===== src/rtl/pipeline_pkg.sv =====
// Shared pipeline definitions: E-stage operand forwarding select encodings.
package pipeline_pkg;
  typedef logic [1:0] fwd_sel_t;

  localparam fwd_sel_t FWD_REG = 2'b00;
  localparam fwd_sel_t FWD_W   = 2'b01;
  localparam fwd_sel_t FWD_M   = 2'b10;
endpackage


===== src/rtl/hazard_sat_counter.sv =====
// Saturating event counter for hazard performance statistics; holds at all-ones.
module hazard_sat_counter #(
  parameter int PERF_W = 32
) (
  input  logic              clk,
  input  logic              rst,
  input  logic              inc,
  output logic [PERF_W-1:0] count
);

  always_ff @(posedge clk or posedge rst) begin
    if (rst) begin
      count <= '0;
    end else if (inc && (count != '1)) begin
      count <= count + PERF_W'(1);
    end
  end

endmodule


===== src/rtl/hazard_control_unit.sv =====
// Pipeline hazard controller: forwarding selects, RAW/branch stalls, control flushes,
// multi-cycle MDU stall sequencing and saturating stall/flush counters.
module hazard_control_unit
  import pipeline_pkg::*;
#(
  parameter int REG_ADDR_W  = 5,
  parameter int MDU_LATENCY = 4,
  parameter bit FWD_EN      = 1'b1,
  parameter int PERF_W      = 32
) (
  input  logic                  clk,
  input  logic                  rst,
  input  logic [REG_ADDR_W-1:0] rs1_d,
  input  logic [REG_ADDR_W-1:0] rs2_d,
  input  logic                  branch_d,
  input  logic                  pcsrc_d,
  input  logic [REG_ADDR_W-1:0] rs1_e,
  input  logic [REG_ADDR_W-1:0] rs2_e,
  input  logic [REG_ADDR_W-1:0] rd_e,
  input  logic                  reg_write_e,
  input  logic                  mem_read_e,
  input  logic                  mdu_op_e,
  input  logic [REG_ADDR_W-1:0] rd_m,
  input  logic                  reg_write_m,
  input  logic                  mem_read_m,
  input  logic [REG_ADDR_W-1:0] rd_w,
  input  logic                  reg_write_w,
  output logic                  stall_f,
  output logic                  stall_d,
  output logic                  stall_e,
  output logic                  flush_d,
  output logic                  flush_e,
  output logic                  flush_m,
  output logic [1:0]            forward_a,
  output logic [1:0]            forward_b,
  output logic                  mdu_done,
  output logic [PERF_W-1:0]     stall_cnt,
  output logic [PERF_W-1:0]     flush_cnt
);

  localparam int CNT_W = $clog2(MDU_LATENCY + 1);
  localparam logic [CNT_W-1:0] CNT_LOAD = CNT_W'(MDU_LATENCY - 1);

  logic [CNT_W-1:0] cnt, cnt_next;
  logic             mdu_stall, raw_stall;
  logic             d_hit_e, d_hit_m;

  // x0 is hardwired zero, so it never creates a dependency.
  function automatic logic reg_hit(input logic [REG_ADDR_W-1:0] rd,
                                   input logic [REG_ADDR_W-1:0] rs);
    return (rd != '0) && (rd == rs);
  endfunction

  function automatic fwd_sel_t fwd_sel(input logic [REG_ADDR_W-1:0] rs);
    if (reg_write_m && reg_hit(rd_m, rs)) return FWD_M;
    if (reg_write_w && reg_hit(rd_w, rs)) return FWD_W;
    return FWD_REG;
  endfunction

  assign d_hit_e = reg_hit(rd_e, rs1_d) || reg_hit(rd_e, rs2_d);
  assign d_hit_m = reg_hit(rd_m, rs1_d) || reg_hit(rd_m, rs2_d);

  // Without forwarding, any in-flight E/M producer blocks D; W is covered by write-first RF.
  assign raw_stall = (mem_read_e && d_hit_e)
                   || (branch_d && ((reg_write_e && d_hit_e) || (mem_read_m && d_hit_m)))
                   || (!FWD_EN && ((reg_write_e && d_hit_e) || (reg_write_m && d_hit_m)));

  always_comb begin
    cnt_next  = cnt;
    mdu_stall = 1'b0;
    if (cnt == '0) begin
      if (mdu_op_e && (MDU_LATENCY > 1)) begin
        cnt_next  = CNT_LOAD;
        mdu_stall = 1'b1;
      end
    end else if (cnt == CNT_W'(1)) begin
      cnt_next = '0;
    end else begin
      cnt_next  = cnt - CNT_W'(1);
      mdu_stall = 1'b1;
    end
    // Reset must release the pipeline immediately, even with an MDU op still in E.
    if (rst) mdu_stall = 1'b0;
  end

  always_ff @(posedge clk or posedge rst) begin
    if (rst) cnt <= '0;
    else     cnt <= cnt_next;
  end

  always_comb begin
    forward_a = FWD_REG;
    forward_b = FWD_REG;
    if (FWD_EN) begin
      forward_a = fwd_sel(rs1_e);
      forward_b = fwd_sel(rs2_e);
    end
  end

  assign stall_f  = mdu_stall || raw_stall;
  assign stall_d  = mdu_stall || raw_stall;
  assign stall_e  = mdu_stall;
  assign flush_m  = mdu_stall;
  assign flush_e  = raw_stall && !mdu_stall;
  assign flush_d  = pcsrc_d && !stall_d;
  assign mdu_done = !rst && mdu_op_e && ((cnt == CNT_W'(1)) || (MDU_LATENCY == 1));

  hazard_sat_counter #(.PERF_W(PERF_W)) u_stall_cnt (
    .clk   (clk),
    .rst   (rst),
    .inc   (stall_d),
    .count (stall_cnt)
  );

  hazard_sat_counter #(.PERF_W(PERF_W)) u_flush_cnt (
    .clk   (clk),
    .rst   (rst),
    .inc   (flush_d || flush_e),
    .count (flush_cnt)
  );

endmodule


===== config.mk =====
export PLATFORM = sky130hd
export DESIGN_NAME = hazard_control_unit
export DESIGN_NICKNAME = d
export VERILOG_FILES = /design/src/rtl/pipeline_pkg.sv /design/src/rtl/hazard_sat_counter.sv /design/src/rtl/hazard_control_unit.sv
export SDC_FILE = /design/constraint.sdc
export NUM_CORES = 1
export LEC_CHECK = 0
export CORE_MARGIN = 8
export CORE_UTILIZATION = 44
export CTS_CLUSTER_SIZE = 30
export DETAILED_ROUTE_END_ITERATION = 8
export PLACE_DENSITY = 0.76
export SYNTH_ARGS = -nofsm -noshare
export SYNTH_HDL_FRONTEND = slang
export SYNTH_SLANG_ARGS = --single-unit

===== constraint.sdc =====
create_clock -name clk -period 2.4 [get_ports clk]
set_clock_uncertainty 0.1 [all_clocks]
set_input_delay 0.36 -clock clk [delete_from_list [all_inputs] [get_ports clk]]
set_output_delay 0.36 -clock clk [all_outputs]
set_load 0.01 [all_outputs]

==> results of run 1 <==
-- cell usage in the layout (no fill, tap or decap), drive strengths merged, types with 4 or more instances in the layout --
master,netlist,routed
clkdlybuf4s50,0,85
dfrtp,67,67
xor2,66,66
buf,15,60
nand2,39,39
nand3,34,34
xnor2,33,33
nor3,33,33
dlygate4sd2,0,25
nor4,23,23
nor2,19,19
clkbuf,1,16
nand4,14,14
inv,11,12
and4,7,7
mux2,5,5
nor3b,5,5
ha,5,5
nor4b,4,4
-- stage by stage --
stage	util, %	power, mW	TNS [ps]	cells
6_report	65.25	4.438	0	721
5_1_grt	65.25	4.701	0	721
4_1_cts	64.68	4.443	0	719
3_5_place_dp	61.98	3.329	-17040	700
3_3_place_gp	61.98	3.276	-16200	700
2_1_floorplan	-	2.436	0	411
-- routing by layer --
| layer | track usage, % | up-vias | routed length, um |
|---|---|---|---|
| li1 | - | 1776 | - |
| met1 | 21.60 | 1806 | 4957 |
| met2 | 29.17 | 92 | 5720 |
| met3 | 5.327 | 12 | 771 |
| met4 | 6.034 | 0 | 143 |
| met5 | 0 | - | 0 |
-- how the worst max path moves through the flow --
stage,slack [ps],endpoint,start,cells past startpoint
2_1_floorplan,80,mdu_done,rst,2
3_3_place_gp,-540,flush_d,rd_m[1],7
3_5_place_dp,-510,flush_d,rd_m[1],7
4_1_cts,3,stall_f,cnt[0],8
5_1_grt,2,u_flush_cnt.count[23],cnt[0],11
6_report,80,forward_b[0],rd_w[0],5
-- logic make-up after synthesis --
kind of cell,count (synthesis),share of synthesized area (%)
AO/OA/AOI/OAI,13,3.661
XOR/XNOR,99,20.47
adder cells (fa/ha/maj),5,1.465
buffers and inverters,27,3.807
flip-flops,67,39.25
multiplexers,7,1.787
AND/OR/NAND/NOR,193,29.55
-- final cells by class --
class	count	area, um2
fillers	789	3334
flip-flops and latches	67	1677
clock inverters	4	55.05
clock buffers	12	165.2
well taps	133	166.4
inverters	11	45.04
multi-input cells	317	2534
repair buffers	177	1618
-- where the power goes --
group          switching [mW]  leakage (nW)  total [mW]  internal [mW]
clock network           0.463         0.110        1.04          0.573
logic                   0.855          1.70        1.80          0.948
registers               0.259         0.832        1.60           1.34
-- what timing repair did --
| item | in CTS | in global routing |
|---|---|---|
| endpoints found under the setup margin | 10 | 12 |
| setup buffers | 3 | 2 |
| resized for setup | 54 | 18 |
| pin swaps | 7 | 4 |
-- worst max-delay path: stages --
cell and delay (ps):
sky130_fd_sc_hd__clkdlybuf4s50_1 520, sky130_fd_sc_hd__o21ai_1 100, sky130_fd_sc_hd__or4_1 530, sky130_fd_sc_hd__nor4_1 170
sky130_fd_sc_hd__buf_2 180
-- sequential cells by signal (all words and copies together), names as in the netlist --
register and flops:
cnt 3, u_flush_cnt.count 32, u_stall_cnt.count 32
==> flow_results.org, run 1 <==
** Worst hold path
- The worst hold path terminates at u_flush_cnt.count[23].
- Number of stages on the worst hold path :: 1
- In this run the worst hold path is classified as flip-flop to flip-flop.
- Startpoint of the tightest hold check path :: u_flush_cnt.count[23]

** Synth
- Number of warnings issued by yosys :: 0
- Mean instance size in the synthesized netlist :: ~10 um2
- After synthesis the cells add up to around 4300 um2.
- Library cell with the highest instance count after synthesis :: sky130_fd_sc_hd__dfrtp_1
- When the netlist entered floorplanning its net count stood at around 460.
- Of all flip-flops after synthesis, the portion carrying an async set or reset was 100.0%.
- In this run, distinct cell masters in the synthesized netlist total 49.
- Cell count after synthesis :: about 410
- Count of state elements after synthesis :: 67
- After synthesis, flip-flops and latches occupy around 39% of the total area.
- Counting instances in the post-synthesis netlist gives the leading cell types as sky130_fd_sc_hd__dfrtp_1 (67), sky130_fd_sc_hd__xor2_1 (66), sky130_fd_sc_hd__nand2_1 (38), sky130_fd_sc_hd__nand3_1 (32), sky130_fd_sc_hd__xnor2_1 (32).
- Top cells by area, synth :: sky130_fd_sc_hd__dfrtp_1 (39%), sky130_fd_sc_hd__xor2_1 (14%), sky130_fd_sc_hd__xnor2_1 (6.6%)
- Flip-flop cell with the highest count after synthesis :: sky130_fd_sc_hd__dfrtp_1
- Yosys mapped a number of flops with a built-in enable equal to 0.
- Fraction of post-synthesis cell area in the top cell type by area :: about two fifths
- Cell type with the highest aggregate area in the netlist :: sky130_fd_sc_hd__dfrtp_1

** Detailed routing
- Post-route DRC :: 0
- The first TritonRoute pass finished after 4 iterations.
- Summed over all layers, the routed wires come to 11,590 um.
- Mean routed wirelength per cell :: about 16 um
- Via count :: 3,686
- Iter 0 DRT Violations :: roughly 150
- In this run the remaining antenna-violating nets after routing total 0.
- Via density per instance :: 5.112

** STA
- Final setup violation count :: 0
- The number of pins exceeding their max-slew limit in the final report came to 0.
- Max_slew headroom :: 42.90%
- The routed design could run at a clock period as short as around 2300 ps.
- Fin worst setup slack :: 76.07 ps
- Final hold analysis gives a worst-case slack of between 300 and 400 ps.
- At the pin with the least slew margin, the transition time is between 800 and 900 ps.
- Based on the critical path, the design can be clocked at up to 430.3 MHz.
- The final count of hold timing violations came to 0.
- Unrepaired setup endpoints after global routing :: false
- Final Cycle Share :: a little over nine tenths

** Run status
- The flow ran to the end, and the final reports show no timing, DRC or antenna violations.

** Placed design
- The wire-length estimate of the detail-placed layout is about 8800 um.
- Number of port buffers :: 119
- Worst slack at placement :: -513.1 ps
- GPL Wtd Cong :: 0.8329
- In this run the cell area measured after placement is between 5000 and 6000 um2.

** GRT
- Global routing used 17.76% of the available tracks across all layers.
- Wire length of the first global-routing pass :: approximately 19,000 um
- The via count of the first global-routing pass is between 3,000 and 4,000.
- Largest net degree at the start of global routing :: ~70
- The initial antenna violation count was 0.
- Final global-route overflow total :: 0

** Pwr
- Leakage power of the design :: between 2 and 3 nW
- Maximum vdd ir drop :: between 0.5 and 0.6 mV
- Total power per unit cell area :: 709.0 nW/um2

** Setup path
- CP startpoint kind :: input port
- Count of cells along the worst register-to-register path :: 10
- In this run the critical register-to-register path is launched from cnt[0].
- The endpoint identified for the worst register-to-register timing path is u_stall_cnt.count[30].
- The critical path in this run is classified as input port to output port.
- STA classifies the critical path endpoint as an output port.
- For the worst setup path, the data required time is 1940 ps.
- Arrival time reported for the critical path endpoint :: 1860 ps
- Across all register-to-register paths, the minimum setup slack is between 100 and 150 ps.
- Worst Path Max Fanout :: 3

** Die
- Area of the die :: between 10,000 and 15,000 um2
- The floorplan step defined a core boundary enclosing around 9600 um2.
- Height of the chip :: 114.5 um
- Rows :: 36
- Die extent in x :: between 100 and 150 um
- 120 I/O pins were placed.
- For this configuration, the core starts out at a cell density of between 40% and 50%.

** Layout
- In the final design database the tool counted roughly 630 nets.
- Number of diodes :: 0
- Final cell area excluding filler cells :: about 6300 um2
- The post-route netlist has between 20 and 30% of its cells at a drive strength greater than 1.
- Synthesis-to-layout area growth :: 46.54%

** Clocking
- Clock-pin slew was measured on the worst setup and hold paths at roughly 70 ps.
- Counting every sink on the clock net gives 67.
- Clk Latency, worst-skew pair :: approximately 350 ps
- The clock tree synthesis step divided the H-tree into 3 levels.
- The clock passes through at most 2 buffers.
- Clock tree from TritonCTS :: done
- CTS buffer count :: 9
- Number of buffers inserted by hold repair at cts :: 0
- Clock root buffer master :: sky130_fd_sc_hd__clkbuf_8

** Flow run
- Max cap viols :: 0
(Power assumes the default switching activity.)
==> inputs of run 2 (changes only) <==
--- a/config.mk
+++ b/config.mk
@@ -9,7 +9,8 @@
 export CORE_UTILIZATION = 44
 export CTS_CLUSTER_SIZE = 30
 export DETAILED_ROUTE_END_ITERATION = 8
-export PLACE_DENSITY = 0.76
+export MAX_ROUTING_LAYER = met4
+export PLACE_DENSITY = 0.73
 export SYNTH_ARGS = -nofsm -noshare
 export SYNTH_HDL_FRONTEND = slang
 export SYNTH_SLANG_ARGS = --single-unit
==> flow_results.org, run 2 (synthesis results as in run 1) <==
** Run status
- The run finished with clean final reports.

** STA
- Fin worst setup slack :: 107.0 ps (+30.93 ps)
- The final count of negative-setup-slack endpoints is 0 (unchanged).
- The actual slew at the worst max-slew pin came to 857.1 ps (+0.5188 ps).
- The timing-limited maximum frequency came to 436.1 MHz (+1.3%).
- Sum Neg Setup Slack :: 0 ps (unchanged)
- Final worst path period need :: 2293 ps (-30.93 ps)
- Max_slew headroom :: 42.86% (about the same)
- The final count of hold timing violations came to 0 (unchanged).
- The final period utilization came to 95.54% (-1.3 points).
- The number of pins exceeding their max-slew limit in the final report is 0 (unchanged).

** Setup path
- STA classifies the critical path startpoint as a flip-flop.
- Type of the worst setup path :: flip-flop to output port
- The longest individual stage delay on the worst path came to 430 ps (-100 ps).
- The worst path required time was 1940 ps (about the same).
- STA classifies the critical path endpoint as an output port.
- Max stage delay cell, worst path :: sky130_fd_sc_hd__dfrtp_1
- The kind of cell with the highest combined delay along the critical path is buffers and inverters.
- The largest fanout on the critical path was 8 (+5).
- Number of buffers and inverters on the critical path :: 3 (+1)
- Arrival time reported for the critical path endpoint :: 1830 ps (-30 ps)
- Traced cell by cell, the critical path runs through inv_2 -> ha_4 -> o21ba_2 -> a21oi_4 -> buf_6 -> clkdlybuf4s15_1.

** GRT
- Antenna violations before repair :: 0 (unchanged)
- Final global-route overflow total :: 0 (unchanged)
- The first-pass GRT wire length is 19,510 um (+5.1%).
- The maximum number of pins on one net before global-route repair came to 68 (unchanged).
- Number of global-route vias before repair :: 3,907 (+3.5%)
- The global routing usage summed across all routing layers came to 19.13% (+1.4 points).

** Worst hold path
- Worst min-delay path class :: flip-flop to flip-flop

** Pwr
- Switch share :: 36.11% (+0.56 points)
- Maximum vdd ir drop :: 0.6617 mV (+12%)
- The proportion of power drawn by flip-flops and latches was 36.7% (+0.7 points).
- Net switching component of the power :: 1.583 mW (+0.33%)
- Internal power :: 2.801 mW (-2.1%)
- Total power per unit cell area :: 696.5 nW/um2 (-1.8%)
- Combinational share of power :: 40.3% (-0.3 points)
- The leakage power total came to 2.704 nW (+2.5%).
- The clock share of power came to 23.0% (-0.3 points).

** Die
- Rows :: 36 (unchanged)
- Height of the chip :: 114.5 um (unchanged)
- Count of pins on the block boundary :: 120 (unchanged)
- Area of the die :: 13,120 um2 (unchanged)
- Area of the core :: 9594 um2 (unchanged)
- The starting density of the core was 44.52% (unchanged).
- Die extent in x :: 114.5 um (unchanged)

** Detailed routing
- Via count :: 3,755 (+1.9%)
- The average via count per standard cell is 5.179 (+1.3%).
- The detailed-route wire length per cell came to 16.47 um (+2.4%).
- The initial DRC count is 144 (-2.0%).
- The number of remaining DRC errors was 0 (unchanged).
- The detailed-route wire length came to 11,940 um (+3.0%).
- Detailed Routing Iterations Pass 1 :: 4 (unchanged)
- Count of nets left with antenna violations after detail routing :: 0 (unchanged)

** Layout
- Layout cells sized above 1 :: 25.68% (+0.51 points)
- Sequential standard cell area :: 1677 um2 (unchanged)
- The net count of the finished layout is 637 (+0.63%).
- Filler cells :: 785 (-0.51%)
- Most used cells in the layout excluding fill and tap cells :: sky130_fd_sc_hd__clkdlybuf4s50_1 (85), sky130_fd_sc_hd__dfrtp_1 (67), sky130_fd_sc_hd__xor2_1 (66)
- Leading cell type in the layout, fill and taps excluded :: sky130_fd_sc_hd__clkdlybuf4s50_1
- Number of diodes :: 0 (unchanged)
- In the final layout, the registers with the most flip-flops are u_flush_cnt.count x32, u_stall_cnt.count x32, cnt x3.
- Area occupied by multi-input gates :: 2526 um2 (-0.30%)
- Compared with the post-synthesis result, the final layout area differs by 47.33%.

** Clocking
- Clock tree from TritonCTS :: done
- Clk Latency, worst-skew pair :: 340 ps (about the same)
- The maximum number of buffers from clock root to sink is 2 (unchanged).
- The root buffer cell chosen for the clock tree is sky130_fd_sc_hd__clkbuf_8.
- The number of buffers created by CTS came to 9 (unchanged).
- The clock-pin slew on the worst setup and hold paths was 70 ps (about the same).
- The number of H-tree branching levels was 3 (unchanged).
- Number of buffers inserted by hold repair at cts :: 0 (unchanged)
- # clock sinks :: 67 (unchanged)

** Placed design
- Worst slack at placement :: -498.2 ps (+14.92 ps)
- The placer congestion estimate is 0.9256 (+11%).
- The number of buffers inserted by port buffering is 119 (unchanged).
- The placed wire-length estimate was 9155 um (+4.6%).

** Flow run
- Max cap viols :: 0 (unchanged)
==> run 2: changes by cell type in the layout (fill, tap and decap cells not counted), sizes merged, moves of 2 or more <==
cell,previous run,this run
dlygate4sd2,25,17
buf,60,66
dlymetal6s2s,3,9
clkbuf,16,14
clkinvlp,2,4
inv,12,10
==> run 2: power by group through the flow <==
stage | Combinational, mW | Clock [mW] | Sequential (mW)
after floorplan | 0.782 | 0 | 1.65
after global placement | 1.64 | 0 | 1.60
after detailed placement | 1.69 | 0 | 1.61
after CTS | 1.74 | 1.03 | 1.61
after global routing | 1.92 | 1.07 | 1.64
final | 1.77 | 1.01 | 1.61
==> run 2: layout make-up <==
class                      instances  share of cell area, %
multi-input combinational        317                  40.14
sequential                        67                  26.64
timing repair buffer             181                  26.48
tap                              133                  2.644
clock buffer                      11                  2.406
clock inverter                     5                 0.9742
inverter                          11                 0.7157
==> run 2: what timing repair did <==
item | in CTS | in global routing
setup endpoints to repair | 11 | 22
resized for setup | 51 | 28
buffers inserted | 2 | 5
pin swaps | 7 | 6
==> run 2: worst paths after layout <==
path	startpoint	endpoint	slack [ps]	cells past startpoint
min in group asynchronous	rst	u_flush_cnt.count[23]	640	3
min	u_flush_cnt.count[17]	u_flush_cnt.count[17]	390	1
min reg2reg	u_flush_cnt.count[17]	u_flush_cnt.count[17]	390	1
max	cnt[0]	flush_m	110	6
max reg2reg	cnt[0]	u_stall_cnt.count[30]	110	10
max in group asynchronous	rst	u_stall_cnt.count[17]	980	3
==> run 2: metrics by stage <==
step	util [%]	power, mW	hold WS [ps]	area (um2)	std cells
finish	65.60	4.384	388.4	6294	725
global route	65.60	4.638	415.2	6294	725
CTS	64.63	4.370	391.9	6201	720
detailed placement	62.01	3.303	378.5	5949	702
global placement	62.01	3.243	378.8	5949	702
floorplan	-	2.436	364.4	4275	411
==> run 2: metal layers <==
metal  track usage [%]  routed length, um
met5                 -                  0
met4             5.856                167
met3             4.167                481
met2             31.79               6116
met1             22.69               5175
==> inputs of run 3 (changes only) <==
--- a/config.mk
+++ b/config.mk
@@ -5,12 +5,13 @@
 export SDC_FILE = /design/constraint.sdc
 export NUM_CORES = 1
 export LEC_CHECK = 0
+export ABC_AREA = 1
 export CORE_MARGIN = 8
-export CORE_UTILIZATION = 44
+export CORE_UTILIZATION = 45
 export CTS_CLUSTER_SIZE = 30
 export DETAILED_ROUTE_END_ITERATION = 8
 export MAX_ROUTING_LAYER = met4
-export PLACE_DENSITY = 0.73
+export PLACE_DENSITY = 0.72
 export SYNTH_ARGS = -nofsm -noshare
 export SYNTH_HDL_FRONTEND = slang
 export SYNTH_SLANG_ARGS = --single-unit
==> flow_results.org, run 3 <==
** Clocking
- The total number of clock tree sinks is 67 (unchanged).
- The maximum number of buffers from clock root to sink is 2 (unchanged).
- The count of hold-fix buffers inserted at cts is 0 (unchanged).
- The number of buffers created by CTS was 9 (unchanged).
- Clk Latency, worst-skew pair :: 340 ps (about the same)
- The number of H-tree branching levels was 3 (unchanged).
- Clock root buffer master :: sky130_fd_sc_hd__clkbuf_16
- Clock Pin Slew Worst Setup and Hold Paths :: 50 ps (-20 ps)
- TritonCTS built the clock tree.

** Die
- Count of pins on the block boundary :: 120 (unchanged)
- The die height came to 123.9 um (+8.2%).
- Area of the core :: 11,370 um2 (+19%)
- Area of the die :: 15,350 um2 (+17%)
- Die extent in x :: 123.9 um (+8.2%)
- The starting density of the core was 46.08% (+1.6 points).
- The number of core rows is 39 (+8.3%).

** STA
- Endpoints failing hold :: 0 (unchanged)
- Final setup violation count :: 0 (unchanged)
- The least setup slack across all paths after layout is 75.26 ps (-31.74 ps).
- Setup repair after global routing could not meet its margin everywhere.
- The number of pins exceeding their max-slew limit in the final report is 0 (unchanged).
- The minimum clock period after layout is 2325 ps (+31.74 ps).
- Worst slew pin tran :: 491.2 ps (-365.9 ps)
- Tightest hold margin :: 449.5 ps (+61.09 ps)
- Max Clock Freq :: 430.2 MHz (-1.4%)
- The final period utilization was 96.86% (+1.3 points).
- The headroom to the max-slew limit is 67.21% (+24 points).

** Pwr
- Maximum vdd ir drop :: 0.5480 mV (-17%)
- Internal power :: 2.995 mW (+7.0%)
- Leakage power of the design :: 3.609 nW (+33%)
- Power after layout :: 4.741 mW (+8.1%)
- The switching power as a share of total power was 36.81% (+0.70 points).
- The switching power total is 1.745 mW (+10%).
- The portion of total power attributed to combinational logic came to 39.4% (-0.9 points).
- Relative contribution of sequential cells to total power :: 34.0% (-2.7 points)
- The total power divided by cell area is 655.7 nW/um2 (-5.9%).
- The clock share of power came to 26.6% (+3.6 points).

** Setup path
- Worst Setup End Kind :: output port
- The number of stages on the worst setup path came to 10 (+4).
- The critical path data arrival time came to 1860 ps (+30 ps).
- The worst setup path is launched from a flip-flop.
- Number of buffers and inverters on the critical path :: 5 (+2)
- The most critical setup path has its endpoint at flush_m.
- Cell family with the largest share of critical-path delay :: buffers and inverters
- The longest individual stage delay on the worst path is 380 ps (-50 ps).
- The count of cells along the worst register-to-register path came to 13 (+3).
- Register-to-register path setup slack :: 160 ps (+50 ps)
- Worst Path Max Fanout :: 3 (-5)
- In this run the critical register-to-register path is launched from u_flush_cnt.count[0].
- In this design, the critical path's most frequently occurring cell is sky130_fd_sc_hd__buf_4.
- The critical path goes through inv_2 -> ha_4 -> inv_1 -> nor2_4 -> nand2_2 -> o21ai_2 -> nor2_2 -> buf_4 -> buf_4 -> dlygate4sd2_1.
- The critical path is of the flip-flop to output port type.
- In this run the critical register-to-register path is captured at u_flush_cnt.count[5].
- Tracing the worst setup path back leads to its startpoint at cnt[1].
- Max stage delay cell, worst path :: sky130_fd_sc_hd__dfrtp_1
- The worst path required time came to 1940 ps (about the same).

** Synth
- The number of distinct standard cells referenced by the synthesized netlist came to 34 (-31%).
- Count of state elements after synthesis :: 67 (unchanged)
- The post-synthesis instance total is 781 (+90%).
- Fraction of post-synthesis cell area in the top cell type by area :: 32.00% (-7.2 points)
- Number of warnings issued by yosys :: 0 (unchanged)
- Number of enable-type register cells in the synthesized netlist :: 0 (unchanged)
- Among all flip-flop cells after synthesis, the most frequent one is sky130_fd_sc_hd__dfrtp_1.
- The netlist area before placement is 5239 um2 (+23%).
- Sequential area share after synthesis :: 32.00% (-7.2 points)
- The total nets after synthesis was 831 (+80%).
- Post-synth top cells :: sky130_fd_sc_hd__nand2_1 (250), sky130_fd_sc_hd__inv_1 (103), sky130_fd_sc_hd__dfrtp_1 (67), sky130_fd_sc_hd__nor2_1 (64), sky130_fd_sc_hd__nand3_1 (61)
- The most common cell in the synthesized netlist is sky130_fd_sc_hd__nand2_1.
- Cell type with the highest aggregate area in the netlist :: sky130_fd_sc_hd__dfrtp_1
- In the post-synthesis netlist, the biggest area contributors are sky130_fd_sc_hd__dfrtp_1 (32%), sky130_fd_sc_hd__nand2_1 (18%), sky130_fd_sc_hd__inv_1 (7.4%).
- The share of synthesized flip-flops with an asynchronous set or reset came to 100.0% (unchanged).
- The synthesized area per cell is 6.708 um2 (-35%).

** Placed design
- The placer congestion estimate came to 0.9341 (+0.92%).
- Number of port buffers :: 119 (unchanged)
- The worst slack at placement is -435.4 ps (+62.86 ps).
- The placed wire-length estimate came to 11,700 um (+28%).

** Layout
- Layout cells sized above 1 :: 13.29% (-12 points)
- Leading cell type in the layout, fill and taps excluded :: sky130_fd_sc_hd__nand2_1
- Filler cells :: 1,059 (+35%)
- The top cell types in the final layout, fill and taps aside, are sky130_fd_sc_hd__nand2_1 (248), sky130_fd_sc_hd__clkdlybuf4s50_1 (100), sky130_fd_sc_hd__inv_1 (98).
- The final core utilization came to 63.59% (-2.0 points).
- In the final layout, the registers with the most flip-flops are u_flush_cnt.count x32, u_stall_cnt.count x32, cnt x3.
- Number of diodes :: 0 (unchanged)
- The net count of the finished layout is 993 (+56%).
- Relative to the synthesized area, the layout overhead comes to 38.00%.

** Detailed routing
- Mean routed wirelength per cell :: 14.25 um (-13%)
- Count of nets left with antenna violations after detail routing :: 0 (unchanged)
- Post-Route WL :: 15,550 um (+30%)
- The average via count per standard cell came to 5.049 (-2.5%).
- Via count :: 5,508 (+47%)
- The initial DRC count came to 378 (+160%).
- The number of remaining DRC errors came to 0 (unchanged).
- Detailed Routing Iterations Pass 1 :: 4 (unchanged)

** GRT
- Antenna violations before repair :: 0 (unchanged)
- The global routing usage summed across all routing layers came to 21.37% (+2.2 points).
- Largest net degree at the start of global routing :: 68 (unchanged)
- The remaining global-route overflow came to 0 (unchanged).
- Number of global-route vias before repair :: 5,315 (+36%)
- Wire length of the first global-routing pass :: 25,440 um (+30%)

** Flow run
- The max capacitance violation total was 0 (unchanged).

** Worst hold path
- The path class of the tightest hold or removal check is flip-flop to flip-flop.

** Run status
- The flow ran to the end, and the final reports show no timing, DRC or antenna violations.
-- run 3: changes by cell type after synthesis, moves of 9 or more --
cell                       change
sky130_fd_sc_hd__xor2_1       -25
sky130_fd_sc_hd__nor4_2       -16
sky130_fd_sc_hd__inv_1        +93
sky130_fd_sc_hd__xnor2_1      -10
sky130_fd_sc_hd__nor3_2        -9
sky130_fd_sc_hd__nand2_1     +212
sky130_fd_sc_hd__o21bai_1     +33
sky130_fd_sc_hd__inv_2        +10
sky130_fd_sc_hd__nand3_1      +29
sky130_fd_sc_hd__nor2_1       +46
-- run 3: metrics by stage --
| step | TNS, ps | instance area (um2) | cells |
|---|---|---|---|
| after floorplan | 0 | 5239 | 781 |
| after global placement | -7440 | 6878 | 1068 |
| after detailed placement | -8111 | 6878 | 1068 |
| after CTS | -269.4 | 7167 | 1085 |
| after global routing | -15.61 | 7229 | 1091 |
| final | 0 | 7229 | 1091 |
-- run 3: power groups by stage --
stage / logic, mW / registers [mW] / clock network, mW
floorplan: 0.909 / 1.64 / 0
global placement: 1.81 / 1.62 / 0
detailed placement: 1.85 / 1.62 / 0
CTS: 1.84 / 1.61 / 1.29
global route: 2.06 / 1.64 / 1.33
finish: 1.87 / 1.61 / 1.26
-- run 3: logic make-up after synthesis --
family,synth area share [%]
flip-flops,32.00
AND/OR/NAND/NOR,38.29
buffers and inverters,10.58
XOR/XNOR,10.53
adder cells (fa/ha/maj),1.194
AO/OA/AOI/OAI,7.404
-- run 3: cell type report --
type                       instances  area (um2)  share of cell area (%)
inverter                         114       427.9                   5.919
clock inverter                     4       25.02                  0.3461
tap                              143       178.9                   2.475
multi-input combinational        579        3059                   42.32
clock buffer                      12       256.5                   3.548
timing repair buffer             172        1605                   22.20
sequential                        67        1677                   23.19
-- run 3: timing repair --
action                                  CTS  global route
pin swaps                                 4             5
gates resized for setup                  40            17
buffers inserted                          1             6
gates cloned                              0             0
endpoints found under the setup margin   10            44
-- run 3: worst min path at each step --
stage	to	cells after the start	slack (ps)	start
2_1_floorplan	cnt[2]	1	360	cnt[2]
3_3_place_gp	cnt[2]	1	390	cnt[2]
3_5_place_dp	cnt[2]	1	420	cnt[2]
4_1_cts	cnt[2]	1	440	cnt[2]
5_1_grt	cnt[1]	2	490	cnt[1]
6_report	cnt[1]	2	450	cnt[1]
-- run 3: per-layer routing --
layer / global-route usage (%) / vias up / part of all wire, %
met3: 3.762 / 24 / 6.4
met4: 7.212 / 0 / 2.0
li1: - / 2786 / -
met5: - / - / 0
met1: 26.89 / 2543 / 45
met2: 34.12 / 155 / 47
-- run 3: worst reg2reg max path, delay by kind of cell, from the launching register on --
| family | cells | cell delay, ps |
|---|---|---|
| and+or+nand+nor | 10 | 1150 |
| DFF | 1 | 370 |
| buffers and inverters | 2 | 280 |
| adders and majority gates | 1 | 220 |
==> variant 1, RTL diff (flow settings as in run 3) <==
Set the parameter `REG_ADDR_W` to 3 (it was 5).
--- a/src/rtl/hazard_control_unit.sv
+++ b/src/rtl/hazard_control_unit.sv
@@ -3,7 +3,7 @@
 module hazard_control_unit
   import pipeline_pkg::*;
 #(
-  parameter int REG_ADDR_W  = 5,
+  parameter int REG_ADDR_W  = 3,
   parameter int MDU_LATENCY = 4,
   parameter bit FWD_EN      = 1'b1,
   parameter int PERF_W      = 32
Ports: changed (7 resized); port bits go from 120 to 106. No check against the original RTL was run, so the function may have changed too.
==> variant 1 against run 3 <==
Routed wire length decreased by 7.2%; sequential cell count is the same; critical path depth is 2 lower; sequential power down 9.9%; fmax up 2.1%; register-to-register slack better by 0.03 ns; first-iteration DRC count is 5.3% higher; final area fell by 12%; synthesized area shrank 10%; global-route usage decreased by 0.21 points; worst setup slack gained 0.049 ns; power is 18% lower; largest cell class unchanged; largest power group unchanged; highest routed layer unchanged.
==> variant 1: results (changes against run 3) <==
run_status:
  status: "finished clean"  # unchanged
synthesis:
  yosysSeqAreaShare_pct: 35.7  # was 32.0%
  synth_area_leaders: "dfrtp_1, nand2_1, xor2_1"  # was dfrtp_1, nand2_1, inv_1
  ys_types: 33  # was 34
  synthTopCellsByCount: "nand2_1, dfrtp_1, inv_1"  # was nand2_1, inv_1, dfrtp_1
  syn_nets: 739  # was 831
timing:
  slew_headroom_pct: 43.1  # was 67.2%
place:
  dp.cells: 946  # was 1068
  routabilityCongestion: 0.926  # was 0.934
  place_hpwl_mm: 11.0  # was 11.7 mm
  placed_area_sq_mm: 0.00602  # was 0.00688 sq mm
  place_ws_ns: -0.256  # was -0.435 ns
cells_and_area:
  layout-drive-gt1-share_pct: 8.87  # was 13.3%
  nFillCells: 951  # was 1059
worst_setup_path:
  critical-path-slowest-cell: "clkdlybuf4s50_1"  # was dfrtp_1
  max_stage_delay_ns: 0.50  # was 0.38 ns
  crit_arrival_ns: 1.82  # was 1.86 ns
cts:
  clk_latency_ns: 0.36  # was 0.34 ns
  post-cts-setup-buffers: 2  # was 1
  cts.root.buffer_cell: "clkbuf_8"  # was clkbuf_16
  clk_pin_slew_worst_paths_ns: 0.08  # was 0.05 ns
drt:
  drt-initial-drc-count: 398  # was 378
  vias: 4986  # was 5508
  drt-pass1-iter-count: 5  # was 4
power:
  p_leak_nw: 3.06  # was 3.61 nW
grt:
  grt_use_total_pct: 21.2  # was 21.4%
## variant 1: tightest hold or removal path, stage by stage (launching register included)
cell     delay [ns]
dfrtp_1        0.41
nand2_1        0.07
nand2_1        0.04
## variant 1: cell families after synthesis
logic type      count (synthesis)  share of synthesized area [%]
buf+inv                        84                           7.42
xor+xnor                       59                           11.0
simple gates                  459                           41.2
flops                          67                           35.7
fa+ha+maj                       5                           1.33
compound gates                 29                           3.38
## variant 1: final timing paths
kind | startpoint | end | slack, ns | cells past startpoint
setup / recovery | rs2_e[0] | forward_b[0] | 0.12 | 8
setup reg to reg | u_flush_cnt.count[1] | u_flush_cnt.count[16] | 0.19 | 10
hold reg to reg | u_flush_cnt.count[20] | u_flush_cnt.count[20] | 0.45 | 2
max in group asynchronous | rst | u_stall_cnt.count[2] | 1.05 | 3
min in group asynchronous | rst | u_flush_cnt.count[25] | 0.60 | 3
hold / removal | u_flush_cnt.count[20] | u_flush_cnt.count[20] | 0.45 | 2
## variant 1: metal layers
layer | part of all wire, % | routed length, um | vias to the layer above | GRT usage (%)
met4 | 1.2 | 168 | 0 | 5.44
met1 | 46 | 6600 | 2316 | 26.8
met5 | 0 | 0 | - | -
li1 | - | - | 2474 | -
met2 | 47 | 6790 | 174 | 33.3
met3 | 6.1 | 874 | 22 | 5.00
## variant 1: final cells by class
type	count	area (sq um)	share of cell area, %
clock inverter	7	68.8	1.09
tap	136	170	2.69
multi-input combinational	552	2750	43.4
timing repair buffer	133	1290	20.4
sequential	67	1680	26.5
inverter	66	254	4.01
clock buffer	9	124	1.96
## variant 1: where the power goes
group	leakage, nW	total (mW)	internal, mW	switching (mW)
Clock	0.0950	0.940	0.475	0.465
Sequential	0.914	1.45	1.27	0.180
Combinational	2.05	1.47	0.676	0.797
==> variant 2, RTL diff (settings of run 3) <==
Made on the original files. Make the reset (`rst`) synchronous in 2 clocked blocks.
--- a/src/rtl/hazard_sat_counter.sv
+++ b/src/rtl/hazard_sat_counter.sv
@@ -8,7 +8,7 @@
   output logic [PERF_W-1:0] count
 );
 
-  always_ff @(posedge clk or posedge rst) begin
+  always_ff @(posedge clk) begin
     if (rst) begin
       count <= '0;
     end else if (inc && (count != '1)) begin
--- a/src/rtl/hazard_control_unit.sv
+++ b/src/rtl/hazard_control_unit.sv
@@ -83,7 +83,7 @@
     if (rst) mdu_stall = 1'b0;
   end
 
-  always_ff @(posedge clk or posedge rst) begin
+  always_ff @(posedge clk) begin
     if (rst) cnt <= '0;
     else     cnt <= cnt_next;
   end
Behaviour: differs if rst is asserted again (counterexample within 4 cycles, from zero or initial values and one cycle with rst high); with rst held inactive, the same outputs for 10 cycles.
==> variant 2 against run 3 <==
Non-clock buffer count fell by 1; routed wire length rose by 1.2%; combinational power fell by 42%; synthesized area fell by 10%; critical endpoint is now forward_a[1]; sequential cell count did not move; power fell by 29%; critical path depth fell by 3; worst setup slack got worse by 0.0076 ns; final area fell by 7.6%.
==> variant 2: results (changes against run 3) <==
run_status:
  status: "finished clean"  # unchanged
grt:
  grt_use_total_pct: 22.7  # was 21.4%
  grt_use_met2_pct: 39.9  # was 34.1%
  use_met3_pct: 4.27  # was 3.76%
  grt_pass1_wl_mm: 25.9  # was 25.4 mm
  use_met1_pct: 25.2  # was 26.9%
  grt_pass1_vias: 5376  # was 5315
  grt_start_max_net_pins: 35  # was 68
worst_setup_path:
  rrSetupSlack_ns: 0.12  # was 0.16 ns
  endpoint: "forward_a[1]"  # was flush_m
  crit_arrival_ns: 1.87
  r2r_end: "u_flush_cnt.count[25]"  # was u_flush_cnt.count[5]
  crit_start: "rs1_e[1]"  # was cnt[1]
  rr_worst_depth: 14  # was 13
  timing.rr.start: "u_flush_cnt.count[1]"  # was u_flush_cnt.count[0]
synthesis:
  synthTopCellsByCount: "nand2_1, nor2_1, inv_1"  # was nand2_1, inv_1, dfrtp_1
  yosysSeqAreaShare_pct: 28.6  # was 32.0%
  synth_area_leaders: "dfxtp_1, nand2_1, nor2_1"  # was dfrtp_1, nand2_1, inv_1
  syn_avg_cell_area_sq_um: 5.95  # was 6.71 sq um
  ys_types: 35  # was 34
  async_flop_share_pct: 0  # was 100%
  syn_nets: 838  # was 831
timing:
  slew_headroom_pct: 68.3  # was 67.2%
  max_freq_mhz: 429  # was 430 MHz
cts:
  post-cts-setup-buffers: 2  # was 1
  clk_pin_slew_worst_paths_ns: 0.09  # was 0.05 ns
  cts.root.buffer_cell: "clkbuf_8"  # was clkbuf_16
  post_cts_resized: 29  # was 40
drt:
  met1Wirelength_mm: 6.60  # was 6.93 mm
  drt-pass1-iter-count: 5  # was 4
  wl_met3_um: 725  # was 1.00 mm
  drt-initial-drc-count: 440  # was 378
  routed-wl-met2_mm: 8.01  # was 7.31 mm
  vias: 5581  # was 5508
  wirelength_mm: 15.7  # was 15.6 mm
  avgRoutedWirePerCell_um: 14.5  # was 14.3 um
place:
  place_hpwl_mm: 12.2  # was 11.7 mm
  dp.cells: 1069  # was 1068
  routabilityCongestion: 0.944  # was 0.934
  placed_area_sq_mm: 0.00635  # was 0.00688 sq mm
  place_ws_ns: -0.314  # was -0.435 ns
power:
  ir_drop_uv: 371  # was 548 uV
  p_leak_nw: 2.84  # was 3.61 nW
cells_and_area:
  layout-drive-gt1-share_pct: 11.2  # was 13.3%
  antenna_cells_inserted: 0  # unchanged
  reg_top3: "u_flush_cnt.count (32), u_stall_cnt.count (32), cnt (3)"  # unchanged
  nets: 997  # was 993
variant 2: changes by cell type in the layout (fill, tap and decap cells not counted), sizes merged, moves of 29 or more:
cell / change
o21bai: -29
nor2: +77
inv: -29
dfxtp: +67
a21oi: +33
dfrtp: -67
variant 2: layout make-up:
type                            instances  area [sq um]
Clock buffer                           10           128
Inverter                               84           315
Sequential cell                        67          1340
Tap cell                              136           170
Timing Repair Buffer                  171          1650
Fill cell                             953          3550
Clock inverter                          6          88.8
Multi-Input combinational cell        614          2990
variant 2: worst max-delay path, stage by stage:
cell,delay (ns)
clkdlybuf4s50_1,0.50
inv_2,0.07
a221oi_2,0.27
o2111ai_1,0.13
nor2_1,0.17
buf_4,0.12
dlygate4sd2_1,0.25
variant 2: power breakdown:
| part | internal (mW) | switching, mW | total [mW] |
|---|---|---|---|
| clock | 0.588 | 0.472 | 1.06 |
| combinational | 0.486 | 0.600 | 1.09 |
| sequential | 1.16 | 0.0397 | 1.20 |
| total | 2.23 | 1.11 | 3.35 |
variant 2: logic make-up after synthesis:
logic type                 synth area share, %
and+or+nand+nor                           45.1
buffers and inverters                     9.34
DFF                                       28.6
AOI/OAI and AO/OA                         7.95
xor gates and xnor gates                  7.66
adders and majority gates                 1.33
variant 2: worst min path at each step:
stage                          start               endpoint  slack, ns  depth (start not counted)
2_1_floorplan                 cnt[2]                 cnt[2]       0.36                          1
3_3_place_gp   u_stall_cnt.count[31]  u_stall_cnt.count[31]       0.37                          2
3_5_place_dp   u_stall_cnt.count[31]  u_stall_cnt.count[31]       0.37                          2
4_1_cts        u_stall_cnt.count[31]  u_stall_cnt.count[31]       0.39                          2
5_1_grt        u_stall_cnt.count[31]  u_stall_cnt.count[31]       0.43                          2
6_report       u_stall_cnt.count[31]  u_stall_cnt.count[31]       0.39                          2
